[config.mk]
export PLATFORM = sky130hd
export DESIGN_NAME = frame_flusher_flat
export DESIGN_NICKNAME = d
export VERILOG_FILES = /design/src/rtl/frame_flusher_pkg.sv /design/src/rtl/frame_flusher_if.sv /design/src/rtl/frame_flusher_layer_priority_mux.sv /design/src/rtl/frame_flusher.sv /design/src/flat_wrapper.sv
export SDC_FILE = /design/constraint.sdc
export NUM_CORES = 1
export LEC_CHECK = 0
export ABC_AREA = 1
export BUFFER_PORTS_ARGS = -buffer_cell sky130_fd_sc_hd__buf_2
export CORE_UTILIZATION = 54
export DETAILED_ROUTE_END_ITERATION = 7
export PLACE_DENSITY_LB_ADDON = 0.25
export SLEW_MARGIN = 40
export SYNTH_ARGS = -nofsm -noshare
export SYNTH_HDL_FRONTEND = slang
export SYNTH_SLANG_ARGS = --single-unit
[constraint.sdc]
create_clock -name clk -period 4.5 [get_ports clk]
set_input_delay 0.9 -clock clk [delete_from_list [all_inputs] [get_ports clk]]
set_output_delay 0.9 -clock clk [all_outputs]
set_load 0.01 [all_outputs]
[src/rtl/frame_flusher_pkg.sv]
// Shared types and defaults for the frame flusher block.
// Holds the FSM state type, the 6-bit colour type, the 8-bit coordinate type
// and the default screen geometry used by the top level.
package frame_flusher_pkg;

   localparam int SCREEN_W_DEF = 160;
   localparam int SCREEN_H_DEF = 120;
   localparam int COLOUR_W     = 6;
   localparam int COORD_W      = 8;

   typedef logic [COLOUR_W-1:0] colour_t;
   typedef logic [COORD_W-1:0]  coord_t;

   typedef enum logic [1:0] {
      ST_IDLE  = 2'd0,
      ST_SCAN  = 2'd1,
      ST_DRAIN = 2'd2,
      ST_DONE  = 2'd3
   } state_t;

endpackage

[src/rtl/frame_flusher_if.sv]
// Bundle of control, layer-sample and pixel-output signals of the frame flusher.
// master: the flusher (consumes start/stall/layer inputs, drives coordinates and pixels).
// slave : the surrounding system (layer decoders, framebuffer writer, controller).
interface frame_flusher_if
   import frame_flusher_pkg::*;
#(
   parameter int N_LAYERS = 4
);
   logic                     start;
   logic                     stall;
   logic [N_LAYERS-1:0]      layer_en;
   logic [6*N_LAYERS-1:0]    layer_colour;
   coord_t                   flush_x;
   coord_t                   flush_y;
   coord_t                   vga_x;
   coord_t                   vga_y;
   colour_t                  vga_colour;
   logic                     vga_plot;
   logic                     busy;
   logic                     done;

   modport master (
      input  start, stall, layer_en, layer_colour,
      output flush_x, flush_y, vga_x, vga_y, vga_colour, vga_plot, busy, done
   );

   modport slave (
      output start, stall, layer_en, layer_colour,
      input  flush_x, flush_y, vga_x, vga_y, vga_colour, vga_plot, busy, done
   );
endinterface

[src/rtl/frame_flusher_layer_priority_mux.sv]
// Purpose: resolve one pixel colour from N_LAYERS enable/colour pairs, lowest index wins.
// Latency: purely combinational, zero cycles.
// Backpressure: none; output follows inputs every cycle.
// Ports: en_i (per-layer enable), colour_i (layer i at [6i+5:6i]), colour_o (resolved colour).
module layer_priority_mux
   import frame_flusher_pkg::*;
#(
   parameter int      N_LAYERS  = 4,
   parameter colour_t BG_COLOUR = 6'b000000
) (
   input  logic [N_LAYERS-1:0]   en_i,
   input  logic [6*N_LAYERS-1:0] colour_i,
   output colour_t               colour_o
);

   // Walk from the lowest-priority layer upward so the last hit (lowest
   // index) overwrites any earlier one.
   always_comb begin
      colour_o = BG_COLOUR;
      for (int i = N_LAYERS - 1; i >= 0; i--) begin
         if (en_i[i]) begin
            colour_o = colour_i[6*i +: 6];
         end
      end
   end

endmodule

[src/rtl/frame_flusher.sv]
// Purpose: raster-scan one frame, resolve layered colour per pixel, stream plots out.
// Latency: pixel appears on vga_* one cycle after its coordinate is issued on flush_*.
// Backpressure: stall high freezes counters, pixel registers, vga_plot and FSM.
// Ports: clk, resetn (sync, active-low); ff (master modport): start/stall/layer_en/
//        layer_colour in, flush_x/flush_y/vga_x/vga_y/vga_colour/vga_plot/busy/done out.
// Build option: FLUSH_SKIP_BG_EN suppresses plots for pixels resolving to BG_COLOUR.
module frame_flusher
   import frame_flusher_pkg::*;
#(
   parameter int      N_LAYERS  = 4,
   parameter int      SCREEN_W  = SCREEN_W_DEF,
   parameter int      SCREEN_H  = SCREEN_H_DEF,
   parameter colour_t BG_COLOUR = 6'b000000
) (
   input  logic              clk,
   input  logic              resetn,
   frame_flusher_if.master   ff
);

   localparam coord_t X_LAST = coord_t'(SCREEN_W - 1);
   localparam coord_t Y_LAST = coord_t'(SCREEN_H - 1);

   state_t  state_q, state_d;
   coord_t  fx_q, fx_d;
   coord_t  fy_q, fy_d;
   coord_t  vx_q, vx_d;
   coord_t  vy_q, vy_d;
   colour_t vc_q, vc_d;
   logic    vp_q, vp_d;
   logic    busy_q, busy_d;
   logic    done_q, done_d;

   colour_t pix_colour;
   logic    plot_en;

   layer_priority_mux #(
      .N_LAYERS  (N_LAYERS),
      .BG_COLOUR (BG_COLOUR)
   ) u_mux (
      .en_i     (ff.layer_en),
      .colour_i (ff.layer_colour),
      .colour_o (pix_colour)
   );

`ifdef FLUSH_SKIP_BG_EN
   // Background pixels leave the framebuffer untouched; scan timing is unchanged.
   assign plot_en = (pix_colour != BG_COLOUR);
`else
   assign plot_en = 1'b1;
`endif

   always_ff @(posedge clk) begin
      if (!resetn) begin
         state_q <= ST_IDLE;
         fx_q    <= '0;
         fy_q    <= '0;
         vx_q    <= '0;
         vy_q    <= '0;
         vc_q    <= '0;
         vp_q    <= 1'b0;
         busy_q  <= 1'b0;
         done_q  <= 1'b0;
      end else begin
         state_q <= state_d;
         fx_q    <= fx_d;
         fy_q    <= fy_d;
         vx_q    <= vx_d;
         vy_q    <= vy_d;
         vc_q    <= vc_d;
         vp_q    <= vp_d;
         busy_q  <= busy_d;
         done_q  <= done_d;
      end
   end

   always_comb begin
      state_d = state_q;
      fx_d    = fx_q;
      fy_d    = fy_q;
      vx_d    = vx_q;
      vy_d    = vy_q;
      vc_d    = vc_q;
      vp_d    = vp_q;
      busy_d  = busy_q;
      done_d  = 1'b0;

      unique case (state_q)
         ST_IDLE: begin
            // done is still high in the first IDLE cycle; a start there is
            // deliberately dropped so a frame cannot chain off its own done.
            if (ff.start && !done_q) begin
               state_d = ST_SCAN;
               fx_d    = '0;
               fy_d    = '0;
               busy_d  = 1'b1;
            end
         end

         ST_SCAN: begin
            if (!ff.stall) begin
               vx_d = fx_q;
               vy_d = fy_q;
               vc_d = pix_colour;
               vp_d = plot_en;
               if (fx_q == X_LAST) begin
                  if (fy_q == Y_LAST) begin
                     // Last coordinate: counters park here rather than overflow.
                     state_d = ST_DRAIN;
                  end else begin
                     fx_d = '0;
                     fy_d = fy_q + 8'd1;
                  end
               end else begin
                  fx_d = fx_q + 8'd1;
               end
            end
         end

         ST_DRAIN: begin
            // Last pixel is on the outputs; retire it on the first unstalled cycle.
            if (!ff.stall) begin
               vp_d    = 1'b0;
               state_d = ST_DONE;
            end
         end

         ST_DONE: begin
            done_d  = 1'b1;
            busy_d  = 1'b0;
            state_d = ST_IDLE;
         end

         default: begin
            state_d = ST_IDLE;
         end
      endcase
   end

   assign ff.flush_x    = fx_q;
   assign ff.flush_y    = fy_q;
   assign ff.vga_x      = vx_q;
   assign ff.vga_y      = vy_q;
   assign ff.vga_colour = vc_q;
   assign ff.vga_plot   = vp_q;
   assign ff.busy       = busy_q;
   assign ff.done       = done_q;

endmodule

[src/flat_wrapper.sv]
// flat-port wrapper written by rule: the top's interface ports become plain ports
module frame_flusher_flat import frame_flusher_pkg::*;
#(
   parameter int      N_LAYERS  = 4,
   parameter int      SCREEN_W  = SCREEN_W_DEF,
   parameter int      SCREEN_H  = SCREEN_H_DEF,
   parameter colour_t BG_COLOUR = 6'b000000
)
  (clk, resetn, ff_start, ff_stall, ff_layer_en, ff_layer_colour, ff_flush_x, ff_flush_y, ff_vga_x, ff_vga_y, ff_vga_colour, ff_vga_plot, ff_busy, ff_done);
  frame_flusher_if #(.N_LAYERS(N_LAYERS)) ff_i ();
  input  logic clk;
  input  logic resetn;
  input wire logic [$bits(ff_i.start)-1:0] ff_start;
  input wire logic [$bits(ff_i.stall)-1:0] ff_stall;
  input wire logic [$bits(ff_i.layer_en)-1:0] ff_layer_en;
  input wire logic [$bits(ff_i.layer_colour)-1:0] ff_layer_colour;
  output wire logic [$bits(ff_i.flush_x)-1:0] ff_flush_x;
  output wire logic [$bits(ff_i.flush_y)-1:0] ff_flush_y;
  output wire logic [$bits(ff_i.vga_x)-1:0] ff_vga_x;
  output wire logic [$bits(ff_i.vga_y)-1:0] ff_vga_y;
  output wire logic [$bits(ff_i.vga_colour)-1:0] ff_vga_colour;
  output wire logic [$bits(ff_i.vga_plot)-1:0] ff_vga_plot;
  output wire logic [$bits(ff_i.busy)-1:0] ff_busy;
  output wire logic [$bits(ff_i.done)-1:0] ff_done;
  assign ff_i.start = ff_start;
  assign ff_i.stall = ff_stall;
  assign ff_i.layer_en = ff_layer_en;
  assign ff_i.layer_colour = ff_layer_colour;
  assign ff_flush_x = ff_i.flush_x;
  assign ff_flush_y = ff_i.flush_y;
  assign ff_vga_x = ff_i.vga_x;
  assign ff_vga_y = ff_i.vga_y;
  assign ff_vga_colour = ff_i.vga_colour;
  assign ff_vga_plot = ff_i.vga_plot;
  assign ff_busy = ff_i.busy;
  assign ff_done = ff_i.done;
  frame_flusher #(.N_LAYERS(N_LAYERS), .SCREEN_W(SCREEN_W), .SCREEN_H(SCREEN_H), .BG_COLOUR(BG_COLOUR)) u_core (.clk(clk), .resetn(resetn), .ff(ff_i));
endmodule
==> implementation parameters <==
Parameter                              Value

Outcome
  Result of the run    completed

CTS
  Worst-case clock buffer depth    2
  CTS HTree Levels    2
  Post-CTS sizing    0
  Clock slew seen by the registers of the worst setup and hold paths    80 ps
  Cts bufs inserted    5
  # clock sinks    43
  Hold buffers post-CTS    0
  Clock tree from TritonCTS    built
  Post-CTS Repair Setup Buffers    0
  CTS Root Cell    clkbuf_8
  Clock latency of the later-clocked register in the worst-skew pair    300 ps

Routing
  Via count    2238
  Routed wirelength normalized by instance count    11.6 um
  Number of antenna-violating nets in the routed design    0
  Routed wire length    5120 um
  Remaining routing DRC violations    0
  Initial DRC count    117
  Detail-routed via count per cell    5.06
  First-pass DRT Iterations    4

Placed design
  Instance area at placement    2610 sq um
  Input/output buffers    72
  Pre-CTS worst setup slack    2030 ps
  Hpwl dp    3670 um
  Final weighted congestion in routability-driven placement    0.843

Die
  Area of the core region    4000 sq um
  Starting density of the core    56.2%
  Full die area    4420 sq um
  Placement Rows    23
  Chip width    66.5 um
  Count of boundary I/O pins    73
  Floorplan die height    66.5 um

Timing
  Share of the clock period used by the worst path after layout    50.7%
  Final setup violation count    0
  Final setup skew    11.0 ps
  Smallest setup slack after layout    2220 ps
  Fin. Hold Viols    0
  Max-slew headroom    60.2%
  Setup TNS    0 ps
  Number of max-slew violations in the final report    0
  Final critical delay including setup and external delays    2280 ps
  Transition time of the tightest slew-check pin    596 ps
  Max Clock Freq    0.438 GHz
  Setup repair after global routing missed its margin    false
  Worst Hold Margin    444 ps

Min path
  Hold path depth    2
  Min-Delay Path Class    register to register

Global route
  Number of antenna violations at the first check in global routing    0
  Vias in the first global route    1894
  Maximum number of pins on one net before global-route repair    39
  First-pass GRT wire length    8290 um
  Overall global routing resource usage    24.4%
  Total overflow reported by the global router    0

Layout
  Cell area after layout    2710 sq um
  Core occupancy in the finished layout    67.7%
  Antenna diodes    0
  Fraction of final layout cells sized beyond drive strength 1    24.7%
  Post-synthesis to final-layout area growth    20.5%
  Nets@finish    430
  Fillers    343

Power and ir drop
  Power per unit of standard cell area    524 nW/um^2
  Worst vdd rail ir drop    0.392 mV
  Leakage dissipation    1.36 nW

Worst setup path
  Cell breakdown of the critical path    inv_1 > ha_1 > nand2_1 > inv_2 > o21ai_0 > a21oi_1
  Delay contributed by the slowest stage of the critical path    530 ps
  Highest fanout seen on the critical path    32
  Buffer and inverter count on the worst path    2
  Instance count on the critical path    6
  Startpoint-to-endpoint class of the critical path    register to register
  Critical Path Slowest Stage Cell    ha_1
  Worst EP required    4730 ps
  Crit end category    register
  Depth of the most critical reg-to-reg path    6
  Startpoint type of the worst setup path    register
  Arrival time of data at the critical path endpoint    2510 ps
  Gate family responsible for the most delay along the worst path    buffers and inverters

Synthesis
  Yosys warning total    0
  Ranking of synthesized cells by instance count    nand2_1 (73), dfxtp_1 (43), nor2_1 (40), a21oi_1 (38), inv_1 (35)
  Area of the mapped netlist    2250 sq um
  Number of distinct standard cells referenced by the synthesized netlist    24
  Post-synth top flop    dfxtp_1
  Proportion of netlist area held by the largest area contributor    38.3%
  Fraction of registers with async set or reset after synthesis    0%
  Syn Inst Count    322
  Portion of the post-synthesis area used by sequential elements    38.3%
  Most instantiated library cell after synthesis    nand2_1
  Count of flip-flops with a built-in enable after synthesis    0
  Post-synth net total    361
  Post-synthesis sequential element count    43
  Avg Synthesized Cell Area    6.98 sq um
  Dominant cells by area after synthesis    dfxtp_1 (38%), nand2_1 (12%), a21oi_1 (8.5%)
  Library cell occupying the most area in the post-synthesis netlist    dfxtp_1

Job
  Maxcap violations    0
-- worst reg2reg max path: stages (launching register included) --
cell,delay (ps)
dfxtp_1,330
inv_1,130
ha_1,530
nand2_1,410
inv_2,490
o21ai_0,170
a21oi_1,160
-- report_power, final --
group          leakage (nW)  internal (mW)  switching [mW]  total [mW]
clock                0.0443          0.111           0.140       0.251
combinational         0.966          0.227           0.437       0.664
sequential            0.350          0.454          0.0506       0.504
-- through the flow --
step	total power [mW]	instances
4_1_cts	1.43	442
3_3_place_gp	1.15	434
5_1_grt	1.54	442
6_report	1.42	442
3_5_place_dp	1.18	434
2_1_floorplan	1.02	322
-- flip-flops by register name, summed over array words and instances (netlist names) --
| name | count |
|---|---|
| u_core.ff.flush_x | 8 |
| u_core.ff.done | 1 |
| u_core.ff.busy | 1 |
| u_core.ff.vga_x | 8 |
| u_core.ff.vga_y | 8 |
| u_core.ff.vga_plot | 1 |
| u_core.ff.vga_colour | 6 |
| u_core.ff.flush_y | 8 |
| u_core.state_q | 2 |
-- placed cells by master (no fill, tap or decap), drive strengths merged --
master    synthesis  final
a21oi            39     39
buf               5     72
clkbuf            5      5
clkinv            0      2
clkinvlp          0      1
dfxtp            43     43
ha                7      7
inv              36     36
nand2            81     81
nand3            13     13
nand4             8      8
nor2             43     43
nor3              4      4
o211ai            6      6
o21ai            32     32
-- metal layers --
metal / GRT usage (%) / up-vias / part of all wire [%]
li1: - / 1187 / -
met1: 31.4 / 971 / 47
met2: 40.4 / 75 / 44
met3: 6.34 / 5 / 7.7
met4: 6.38 / 0 / 1.1
met5: 0 / - / 0
-- worst paths after layout --
check	start	slack, ps	end
worst max-delay path	u_core.state_q[1]	2220	u_core.ff.vga_y[0]
worst min register to register	u_core.ff.busy	440	u_core.ff.busy
worst max register to register	u_core.state_q[1]	2220	u_core.ff.vga_y[0]
worst min-delay path	u_core.ff.busy	440	u_core.ff.busy
-- cell families after synthesis --
logic type      after synthesis  synth area share (%)
flops                        43                  38.3
simple gates                149                  30.5
compound gates               77                  18.8
buf+inv                      46                  8.52
fa+ha+maj                     7                  3.90
-- area by class of cell --
cell class	instances	area (sq um)	share of cell area [%]
Clock buffer	5	68.8	2.54
Multi-Input combinational cell	233	1190	44.1
Timing Repair Buffer	72	360	13.3
Clock inverter	3	25.0	0.924
Sequential cell	43	861	31.8
Inverter	36	135	4.99
Tap cell	50	62.6	2.31
No activity file was read; power rests on OpenSTA's default activity.
